File: src/rtl/prefetch_queue.sv
// Byte-wide instruction prefetch queue: fetches the byte at the current IP, buffers up to
// DEPTH bytes in a circular FIFO and presents the oldest byte show-ahead to the decoder.
module prefetch_queue #(
  parameter int unsigned DEPTH = 6,
  parameter int unsigned CNT_W = $clog2(DEPTH + 1)
) (
  input  logic             clk,
  input  logic             reset,
  input  logic [15:0]      ip_in,
  output logic             load_ip,
  output logic             mem_req,
  output logic [15:0]      mem_addr,
  input  logic             mem_ack,
  input  logic [7:0]       mem_data,
  input  logic             flush,
  output logic             q_valid,
  output logic [7:0]       q_data,
  input  logic             q_pop,
  output logic [CNT_W-1:0] q_count
);

  localparam int unsigned      PTR_W    = (DEPTH > 1) ? $clog2(DEPTH) : 1;
  localparam logic [PTR_W-1:0] LAST_PTR = PTR_W'(DEPTH - 1);
  localparam logic [CNT_W-1:0] FULL_CNT = CNT_W'(DEPTH);

  typedef enum logic [1:0] {
    IDLE = 2'd0,
    REQ  = 2'd1,
    ADV  = 2'd2
  } state_e;

  state_e           state_q;
  logic             mem_req_q;
  logic [15:0]      mem_addr_q;
  logic [7:0]       mem_q [DEPTH];
  logic [PTR_W-1:0] rd_ptr_q, rd_ptr_d;
  logic [PTR_W-1:0] wr_ptr_q, wr_ptr_d;
  logic [CNT_W-1:0] count_q, count_d;
  logic             push_c;
  logic             pop_c;

  // Pointers wrap at DEPTH, which need not be a power of two.
  function automatic logic [PTR_W-1:0] ptr_inc(input logic [PTR_W-1:0] ptr);
    return (ptr == LAST_PTR) ? '0 : ptr + PTR_W'(1);
  endfunction

  // Flush wins over both queue operations; an ack in the flush cycle is dropped.
  assign push_c = (state_q == REQ) && mem_ack && !flush;
  assign pop_c  = q_pop && (count_q != '0) && !flush;

  // Fetch sequencer: one outstanding read, issued only when there is room for its byte.
  always_ff @(posedge clk) begin
    if (reset) begin
      state_q    <= IDLE;
      mem_req_q  <= 1'b0;
      mem_addr_q <= '0;
    end else if (flush) begin
      state_q   <= IDLE;
      mem_req_q <= 1'b0;
    end else begin
      case (state_q)
        IDLE: begin
          if (count_q < FULL_CNT) begin
            state_q    <= REQ;
            mem_req_q  <= 1'b1;
            mem_addr_q <= ip_in;
          end
        end
        REQ: begin
          if (mem_ack) begin
            state_q   <= ADV;
            mem_req_q <= 1'b0;
          end
        end
        ADV: begin
          state_q <= IDLE;
        end
        default: begin
          state_q   <= IDLE;
          mem_req_q <= 1'b0;
        end
      endcase
    end
  end

  // Queue bookkeeping; push and pop in the same cycle leave the count unchanged.
  always_comb begin
    rd_ptr_d = rd_ptr_q;
    wr_ptr_d = wr_ptr_q;
    count_d  = count_q;
    if (flush) begin
      rd_ptr_d = '0;
      wr_ptr_d = '0;
      count_d  = '0;
    end else begin
      if (push_c) wr_ptr_d = ptr_inc(wr_ptr_q);
      if (pop_c)  rd_ptr_d = ptr_inc(rd_ptr_q);
      count_d = count_q + CNT_W'(push_c) - CNT_W'(pop_c);
    end
  end

  always_ff @(posedge clk) begin
    if (reset) begin
      rd_ptr_q <= '0;
      wr_ptr_q <= '0;
      count_q  <= '0;
    end else begin
      rd_ptr_q <= rd_ptr_d;
      wr_ptr_q <= wr_ptr_d;
      count_q  <= count_d;
    end
  end

  // Byte storage needs no reset: contents are only visible behind a non-zero count.
  always_ff @(posedge clk) begin
    if (push_c && !reset) mem_q[wr_ptr_q] <= mem_data;
  end

  // load_ip is gated by flush in the same cycle so a redirect never sees a stray increment.
  assign load_ip  = (state_q == ADV) && !flush;
  assign mem_req  = mem_req_q;
  assign mem_addr = mem_addr_q;
  assign q_valid  = (count_q != '0);
  assign q_data   = mem_q[rd_ptr_q];
  assign q_count  = count_q;

endmodule

File: config.mk
export PLATFORM = sky130hd
export DESIGN_NAME = prefetch_queue
export DESIGN_NICKNAME = d
export VERILOG_FILES = /design/src/rtl/prefetch_queue.sv
export SDC_FILE = /design/constraint.sdc
export NUM_CORES = 1
export LEC_CHECK = 0
export ABC_AREA = 1
export BUFFER_PORTS_ARGS = -buffer_cell sky130_fd_sc_hd__buf_2
export CAP_MARGIN = 20
export CELL_PAD_IN_SITES_DETAIL_PLACEMENT = 1
export CELL_PAD_IN_SITES_GLOBAL_PLACEMENT = 2
export CORE_MARGIN = 4
export CORE_UTILIZATION = 37
export CTS_CLUSTER_SIZE = 12
export DETAILED_ROUTE_END_ITERATION = 12
export GPL_ROUTABILITY_DRIVEN = 0
export PLACE_DENSITY_LB_ADDON = 0.2
export SLEW_MARGIN = 0
export SYNTH_ARGS = -nofsm -noshare
export SYNTH_HDL_FRONTEND = slang
export SYNTH_SLANG_ARGS = --single-unit
File: constraint.sdc
create_clock -name clk -period 3.96 [get_ports clk]
set_input_delay 0.198 -clock clk [delete_from_list [all_inputs] [get_ports clk]]
set_output_delay 0.198 -clock clk [all_outputs]
set_load 0.05 [all_outputs]
Yosys cells after proc, flatten, opt, wreduce, memory -nomap -nowiden
Memory sizes are Yosys's and may differ from the RTL's. A register that Yosys moved wholly into a read port is not among the register bits. Cells that the tools add are included.

Flip-flop bits (word level): 28. Memory bits (writable): 48. Input bits: 29. Output and inout bits: 30. Word-level logic and storage cells: 46. Memories: 1.

Add/subtract/negate cells: 4. Magnitude comparators: 1. Equality and inequality tests: 6. Multiplexer cells: 12. Bitwise logic cells: 2. Reductions and logical operators: 14.

Memory list: mem_q (depth 6, bits a word 8, read ports 1, clocked after memory_dff 1, wr ports 1, line 35) `logic [7:0] mem_q [DEPTH];`.

Operators by type and width (count): 3-bit two-way mux (4); 3-bit by 1-bit adder with 3-bit output (second input constant) (2); 3-bit equality test (second input constant) (2); 1-bit logical AND (6); 3-bit AND reduction (2); 1-bit two-way mux (4); 2-bit two-way mux (2); 2-bit inequality test (second input constant) (2); 2-bit one-hot mux with 2 select lines (1); 3-bit by 1-bit adder with 3-bit output (1); 3-bit < comparator (second input constant) (1); 1-bit one-hot mux with 3 select lines (1); 3-bit nonzero test (1); 3-bit by 1-bit subtractor with 3-bit output (1); 2-bit by 1-bit equality test with 1-bit output (second input constant) (1); 2-bit equality test (second input constant) (1); 1-bit logical NOT (2); 2-bit logical NOT (1); 1-bit NOT (2); 2-bit AND reduction (1); 2-bit OR reduction (1).

Depth between registers and ports, before layout
Gate-level depths: netlist of run 1.

Depth after elaboration: 6. Depth in mapped cells: 10. Gate-level depth less buffers: 10.

Worst setup path after synthesis of run 1
No wires, ideal clock.

Path kind: reg2reg. Start point: register count_q[1] (netlist: q_count[1]). End point: register count_q[1] (netlist: q_count[1]). Library setup time: 0.119 ns. Arrival time: 2.388 ns. Data required time: 3.841 ns. Slack: 1.453 ns. Cell stages (with the launch flop): 11. Buffers on the path: 0. Clock period less this slack: 2.507 ns. Path through: dfxtp_1 inv_1 nand2_1 nand3_1 inv_1 ha_1 inv_1 ha_1 fa_1 inv_1 nor2_1.

Longest elaborated chain between the ends: 4. Elaborated cells on any way between the ends: 5. Classes of those cells: add/sub: 2; reduce/logical: 3.

RTL lines: from (decl) (line 38) `logic [CNT_W-1:0] count_q, count_d;`; from (signal assigned) (line 110) `count_q <= count_d;`; 3-bit nonzero test; via q_valid (line 16) `output logic q_valid,`; 1-bit logical AND (2 in a row) (line 49) `assign pop_c = q_pop && (count_q != '0) && !flush;`; 3-bit by 1-bit subtractor with 3-bit output (line 98) `count_d = count_q + CNT_W'(push_c) - CNT_W'(pop_c);`.

The timed path passes the listed nets, and every way through them passes these cells. A chain may end at the register's enable or synchronous reset.

==> results.json, run 1 <==
{
  "synthFlopType": "edfxtp_1",
  "antenna_found_initial": 0,
  "p_per_area_mw_per_mm2": 435,
  "syn_nets": 346,
  "ant_nets": 0,
  "port_buffers": 58,
  "path_common_cell": "nand3_1",
  "die-height_um": 101,
  "dp_hpwl_um": 5100,
  "area_growth_pct": 17.3,
  "drc": 0,
  "path_max_fanout": 25,
  "die-area_mm2": 0.0102,
  "p_leak_nw": 1.48,
  "cpPeakStageDelay_ps": 870,
  "root_buffer": "clkbuf_8",
  "core_mm2": 0.00830,
  "antenna_cells": 0,
  "die_x_um": 101,
  "synth_mux_area_frac": 0,
  "cts-resized-gates": 0,
  "synthArstFlopShare": 0,
  "dpl_cell_area_mm2": 0.00353,
  "cts_setup_buffers": 0,
  "path_class": "reg2out",
  "ys_warn_count": 0,
  "drt_iter0_markers": 88,
  "power_mw": 1.63,
  "synthAdderAreaFrac": 0.0181,
  "vias": 2334,
  "worstSkewPairLatency_ps": 350,
  "synth_cells": 313,
  "tightest_slew_ps": 1030,
  "cts_max_path_buffers": 2,
  "postCtsHoldBufs": 0,
  "synth_compound_area_frac": 0.0644,
  "cap_viol_max_count": 0,
  "post_route_cells_drive_above_1_share": 0.231,
  "clock_sinks": 79,
  "syn_area_per_cell_um2": 10.2,
  "fin_crit_ps": 2480,
  "vias_per_cell": 4.85,
  "dpl.cell_count": 465,
  "max_freq_ghz": 0.403,
  "final-setup-viol-count": 0,
  "grt_pass1_vias": 2444,
  "relSlewSlack": 0.310,
  "start_util": 0.384,
  "slew_violations": 0,
  "worstPathArrival_ps": 2280,
  "period_share": 0.627,
  "final_cell_mix": "nand2_1, buf_2, edfxtp_1",
  "synth-edff-count": 48,
  "path_cells": "inv_2, nand2_1, nand3_1, nand3_1, o21ai_1, buf_2",
  "io_pins": 59,
  "cts_tree": "yes",
  "synth_top_family_by_area": "simple AND/OR/NAND/NOR gates",
  "wl_um": 7600,
  "drt-pass1-iter-count": 4,
  "wire_per_inst_um": 15.8,
  "synth-xor-area-share": 0.00275,
  "numCtsBuffers": 9,
  "required_ps": 3760,
  "finish.net_count": 404,
  "hold_viol": 0,
  "grt_pass1_wl_um": 12300,
  "peakVddDrop_v": 0.000184,
  "synth_area_mm2": 0.00319,
  "fp-row-count": 33,
  "critPathLaunchType": "register",
  "min_path_type": "in2reg",
  "synth_seq_cells": 79,
  "end_kind": "output pin",
  "rsz0062_at_grt": "no",
  "cpMaxStageDelayCell": "dfxtp_1",
  "layout_commonest_cell": "nand2_1",
  "ys_types": 25,
  "yosys.area_share.simple": 0.215,
  "num-fill-cells": 980,
  "grt-ovfl-total": 0,
  "design_area_mm2": 0.00374,
  "final_cells": 481,
  "status": "finished, final reports clean",
  "clk_pin_slew_ps": 90,
  "grt_max_degree": 26,
  "h-tree-depth": 3,
  "yosysSeqAreaShare": 0.647,
  "fin_skew_ps": 11.8,
  "grt.total_usage": 0.158,
  "fin_setup_tns_ps": 0
}
-- routing by layer --
layer / wire length (um) / GRT usage
met5: 0 / 0
met4: 78 / 0.0404
met3: 318 / 0.0450
met2: 3830 / 0.269
met1: 3370 / 0.197
-- worst max-delay path: cells and delay by family (launching register included) --
| family | cells | cell delay [ps] |
|---|---|---|
| simple gates | 3 | 360 |
| flops | 1 | 870 |
| compound gates | 1 | 90 |
| buf+inv | 2 | 620 |
-- power by group --
| part | switching [mW] | total [mW] | internal, mW |
|---|---|---|---|
| combinational | 0.0917 | 0.125 | 0.0328 |
| sequential | 0.00778 | 0.890 | 0.882 |
| clock | 0.313 | 0.611 | 0.298 |
-- flip-flops by register name (all words and copies together), names as in the netlist, named ones only --
register / flops
mem_q: 48
mem_addr: 16
q_count: 3
rd_ptr_q: 3
wr_ptr_q: 3
state_q: 2
mem_req: 1
-- layout make-up --
cell class / count / area, um^2 / area share
clock buffer: 9 / 124 / 0.0331
tap: 105 / 131 / 0.0351
multi-input combinational: 198 / 957 / 0.256
sequential: 79 / 2060 / 0.552
inverter: 25 / 93.8 / 0.0251
clock inverter: 7 / 80.1 / 0.0214
timing repair buffer: 58 / 290 / 0.0776
-- logic make-up after synthesis --
logic type,Yosys count
adders and majority gates,4
xor gates and xnor gates,1
and+or+nand+nor,152
DFF,79
AOI/OAI and AO/OA,41
buffers and inverters,36
-- stage by stage --
| step | hold WS [ps] | worst slack (ps) | utilization |
|---|---|---|---|
| global placement | 437 | 1860 | 0.426 |
| finish | 79.3 | 1480 | 0.450 |
| detailed placement | 439 | 1810 | 0.426 |
| floorplan | 297 | 1450 | - |
| CTS | 61.5 | 1420 | 0.450 |
| global route | 65.1 | 1210 | 0.450 |
-- cells in the mapped netlist (5+ instances only) --
library cell | count | area share
nor2_1 | 20 | 0.024
nand2_1 | 73 | 0.086
a21oi_1 | 24 | 0.038
nand3_1 | 47 | 0.074
edfxtp_1 | 48 | 0.45
buf_2 | 5 | 0.0079
dfxtp_1 | 31 | 0.19
inv_1 | 22 | 0.026
o21ai_0 | 14 | 0.022
-- path summary, 6_finish.rpt --
path                 endpoint  slack [ps]  cells past startpoint   startpoint
setup / recovery    q_data[1]        1480                      6     register
hold / removal    mem_q[5][2]          80                      1  mem_data[2]
setup reg to reg   q_count[2]        1860                      9   state_q[0]
hold reg to reg   mem_addr[6]         460                      2  mem_addr[6]
Power figures use the tool's default switching activity.
==> run 2, diff against run 1 <==
- ABC_AREA: 1 -> 0
- CORE_UTILIZATION: 37 -> 34
- clock period: 3.96 -> 2.2 ns (I/O delays scaled with it)
==> results.json, run 2 <==
{
  "dp_hpwl_um": 4460,
  "synthFlopType": "edfxtp_1",
  "syn_area_per_cell_um2": 14.2,
  "wire_per_inst_um": 16.3,
  "cts-resized-gates": 0,
  "tightest_slew_ps": 654,
  "ys_types": 37,
  "synthArstFlopShare": 0,
  "synth_cells": 215,
  "drt-pass1-iter-count": 4,
  "die_x_um": 103,
  "io_pins": 59,
  "layout_commonest_cell": "buf_2",
  "clk_pin_slew_ps": 90,
  "final_cell_mix": "buf_2, edfxtp_1, nand2_1",
  "dpl.cell_count": 381,
  "yosysMostFrequentCell": "edfxtp_1",
  "final-setup-viol-count": 0,
  "vias": 1975,
  "synth_area_mm2": 0.00305,
  "cts_tree": "yes",
  "antenna_cells": 0,
  "fp-row-count": 34,
  "fin_crit_ps": 2070,
  "min_path_type": "in2reg",
  "critPathLaunchType": "register",
  "grt-ovfl-total": 0,
  "ant_nets": 0,
  "synth_top_area_cell": "edfxtp_1",
  "die-height_um": 103,
  "cpPeakStageDelay_ps": 460,
  "intPower_mw": 2.40,
  "rsz0062_at_grt": "no",
  "root_buffer": "clkbuf_8",
  "grt.total_usage": 0.137,
  "power_switching_share": 0.220,
  "final_cells": 411,
  "max_freq_ghz": 0.484,
  "end_kind": "output pin",
  "holdWs_ps": 19.1,
  "path_max_fanout": 16,
  "power_mw": 3.08,
  "syn_nets": 248,
  "worstSkewPairLatency_ps": 340,
  "vias_per_cell": 4.81,
  "start_util": 0.350,
  "cpMaxStageDelayCell": "mux4_2",
  "numCtsBuffers": 9,
  "h-tree-depth": 3,
  "peakVddDrop_v": 0.000411,
  "power_frac_clock": 0.408,
  "wl_um": 6700,
  "fin_setup_tns_ps": 0,
  "antenna_found_initial": 0,
  "critical_path.top_delay_family": "multiplexers",
  "p_seq_frac": 0.519,
  "worst-path-buf-inv": 2,
  "regMostFlops": "mem_q",
  "yosysSeqAreaShare": 0.676,
  "p_leak_nw": 1.47,
  "relSlewSlack": 0.558,
  "clock_sinks": 79,
  "path_cells": "buf_4, mux2_2, mux4_2, buf_2",
  "synth_seq_cells": 79,
  "synthTopCellsByCount": "edfxtp_1, nand2_1, dfxtp_1",
  "switching_power_mw": 0.678,
  "required_ps": 2090,
  "worstPathArrival_ps": 1960,
  "synth-edff-count": 48,
  "drt_iter0_markers": 50,
  "slew_violations": 0,
  "synthTopCellsByArea": "edfxtp_1, dfxtp_1, mux4_2, nand2_1, mux2_2",
  "post_route_cells_drive_above_1_share": 0.356,
  "grt_pass1_vias": 2165,
  "period_share": 0.939,
  "fin_skew_ps": 12.4,
  "grt_pass1_wl_um": 10700,
  "die-area_mm2": 0.0106,
  "finish.net_count": 331,
  "status": "finished, final reports clean",
  "port_buffers": 58,
  "largest_reg_flops": 48,
  "area_growth_pct": 27.6,
  "hold_viol": 0,
  "cap_viol_max_count": 0,
  "grt_max_degree": 21,
  "p_per_area_mw_per_mm2": 792,
  "pwr-share-comb": 0.073,
  "cts_max_path_buffers": 2,
  "fin_util": 0.446,
  "ys_warn_count": 0,
  "netlist.area_leader.share": 0.473,
  "path_class": "reg2out",
  "core_mm2": 0.00872,
  "drc": 0
}
-- run 2: path summary, 6_finish.rpt --
kind / from / endpoint / slack [ps] / cells past startpoint
worst max register to register: q_count[1] / q_count[2] / 180 / 8
worst min-delay path: mem_data[6] / mem_q[2][6] / 20 / 1
worst min register to register: mem_addr[13] / mem_addr[13] / 460 / 2
worst max-delay path: register / q_data[7] / 130 / 4
-- run 2: logic make-up after synthesis --
group                    after synthesis  synth area share
XOR/XNOR                               2           0.00574
flip-flops                            79             0.676
buffers and inverters                 16            0.0242
AO/OA/AOI/OAI                         27            0.0488
AND/OR/NAND/NOR                       63             0.108
multiplexers                          24             0.118
adder cells (fa/ha/maj)                4            0.0189
-- run 2: power groups by stage --
stage	Clock, mW	Combinational (mW)	Sequential [mW]
after floorplan	0	0.0642	1.70
after global placement	0	0.207	1.63
after detailed placement	0	0.210	1.63
after CTS	1.31	0.230	1.60
after global routing	1.35	0.247	1.60
final	1.26	0.225	1.60
-- run 2: layout make-up --
class | count | area, um^2
clock buffers | 12 | 166
clock inverters | 4 | 75.1
fillers | 941 | 4830
inverters | 6 | 22.5
multi-input cells | 120 | 927
flip-flops and latches | 79 | 2060
well taps | 108 | 135
repair buffers | 82 | 505
-- run 2: timing repair --
action                     CTS  global route
hold buffers                14             0
buffers inserted             0             0
hold endpoints to repair    18             0
setup endpoints to repair    0             0
-- run 2: layer usage --
layer | vias up | GRT usage | routed length, um | part of all wire
met4 | 0 | 0.0605 | 114 | 0.017
met5 | - | 0 | 0 | 0
met2 | 45 | 0.236 | 3430 | 0.51
met3 | 9 | 0.0399 | 389 | 0.058
met1 | 968 | 0.158 | 2760 | 0.41
li1 | 953 | - | - | -
-- run 2: per-stage QoR --
stage | area (um^2) | setup slack (ps)
floorplan | 3050 | -37.2
global placement | 3510 | 215
detailed placement | 3510 | 166
CTS | 3890 | 77.1
global route | 3890 | 29.5
finish | 3890 | 134
==> run 3, diff against run 2 <==
- REMOVE_ABC_BUFFERS: not set -> 1
==> results.json, run 3 (same netlist as run 2, synthesis figures left out) <==
{
  "post_route_cells_drive_above_1_share": 0.356,
  "wl_um": 6500,
  "worstReg2RegStart": "q_count[1]",
  "power_mw": 3.10,
  "relSlewSlack": 0.567,
  "path_max_fanout": 16,
  "die-height_um": 103,
  "peakVddDrop_v": 0.000298,
  "drt-pass1-iter-count": 5,
  "port_buffers": 58,
  "holdWs_ps": 17.1,
  "max_freq_ghz": 0.483,
  "fin_crit_ps": 2070,
  "grt_pass1_wl_um": 10200,
  "finish.net_count": 337,
  "clock_sinks": 79,
  "die_x_um": 103,
  "dpl.cell_count": 383,
  "rsz0062_at_grt": "no",
  "cts_max_path_buffers": 2,
  "hp-start": "ip_in[5]",
  "io_pins": 59,
  "dp_hpwl_um": 4480,
  "critPathLaunchType": "register",
  "drt_iter0_markers": 58,
  "drc": 0,
  "end_kind": "output pin",
  "dp_slack_ps": 194,
  "cpPeakStageDelay_ps": 460,
  "p_per_area_mw_per_mm2": 785,
  "status": "finished, final reports clean",
  "die-area_mm2": 0.0106,
  "cpMaxStageDelayCell": "mux4_2",
  "grt_pass1_vias": 2045,
  "core_mm2": 0.00872,
  "p_leak_nw": 1.50,
  "path_class": "reg2out",
  "fin_util": 0.453,
  "dpl_cell_area_mm2": 0.00353,
  "r2r_setup_slack_ps": 190,
  "min_path_type": "in2reg",
  "period_share": 0.942,
  "vias_per_cell": 4.70,
  "hold_end": "mem_addr[5]",
  "tightest_slew_ps": 642,
  "regMostFlops": "mem_q",
  "worstPathArrival_ps": 1960,
  "cts-resized-gates": 0,
  "worstSkewPairLatency_ps": 330,
  "fin_ws_ps": 128,
  "hold_viol": 0,
  "final_cell_mix": "buf_2, edfxtp_1, nand2_1",
  "clk_pin_slew_ps": 80,
  "cap_viol_max_count": 0,
  "antenna_cells": 0,
  "required_ps": 2090,
  "fin_setup_tns_ps": 0,
  "final-setup-viol-count": 0,
  "area_growth_pct": 29.5,
  "hold_path_depth": 3,
  "h-tree-depth": 3,
  "grt_max_degree": 21,
  "largest_reg_flops": 48,
  "grt.total_usage": 0.130,
  "numCtsBuffers": 9,
  "grt-ovfl-total": 0,
  "final_cells": 417,
  "wire_per_inst_um": 15.6,
  "ant_nets": 0,
  "layout_commonest_cell": "buf_2",
  "slew_violations": 0,
  "design_area_mm2": 0.00395,
  "cts_tree": "yes",
  "start_util": 0.350,
  "path_cells": "buf_4, mux2_2, mux4_2, buf_2",
  "vias": 1960,
  "r2r-end": "q_count[2]",
  "rr_worst_depth": 8,
  "root_buffer": "clkbuf_8",
  "fp-row-count": 34,
  "antenna_found_initial": 0,
  "fin_skew_ps": 6.69
}
## run 3: changes by cell type in the layout (fill, tap and decap cells not counted), sizes merged
cell / change
clkbuf: -3
bufinv: +1
dlygate4sd3: +4
buf: +2
clkinv: +2
## run 3: critical path: cells and delay by family, from the launching register on
family                 cells  cell delay [ps]
buffers and inverters      2              480
flip-flops                 1              310
multiplexers               2              830
## run 3: metal layers
| metal | part of all wire | vias up | global-route usage |
|---|---|---|---|
| li1 | - | 967 | - |
| met4 | 0.012 | 0 | 0.0333 |
| met3 | 0.048 | 6 | 0.0480 |
| met2 | 0.50 | 38 | 0.213 |
| met5 | 0 | - | 0 |
| met1 | 0.44 | 949 | 0.163 |
## run 3: worst max-delay path by stage
stage | from | depth (start not counted) | slack [ps] | to
after CTS | register | 4 | 90 | q_data[0]
final | register | 4 | 130 | q_data[0]
after detailed placement | q_count[1] | 8 | 190 | q_count[2]
after global placement | state_q[1] | 8 | 230 | q_count[2]
after floorplan | state_q[0] | 3 | -40 | mem_q[4][0]
after global routing | register | 4 | 20 | q_data[0]
## run 3: final cells by class
cell class / instances / area [um^2]
Timing Repair Buffer: 88 / 561
Sequential cell: 79 / 2060
Clock buffer: 9 / 124
Inverter: 6 / 22.5
Clock inverter: 7 / 120
Tap cell: 108 / 135
Fill cell: 924 / 4770
Multi-Input combinational cell: 120 / 927
## run 3: where the power goes
group	switching, mW	internal, mW	leakage, nW	total (mW)
clock network	0.515	0.758	0.121	1.27
logic	0.150	0.0791	0.691	0.229
registers	0.0108	1.59	0.684	1.60
total	0.676	2.42	1.50	3.10
## run 3: what timing repair did
item / in CTS / in global routing
hold buffers: 16 / 2
endpoints found under the hold margin: 21 / 12
buffers inserted: 0 / 0
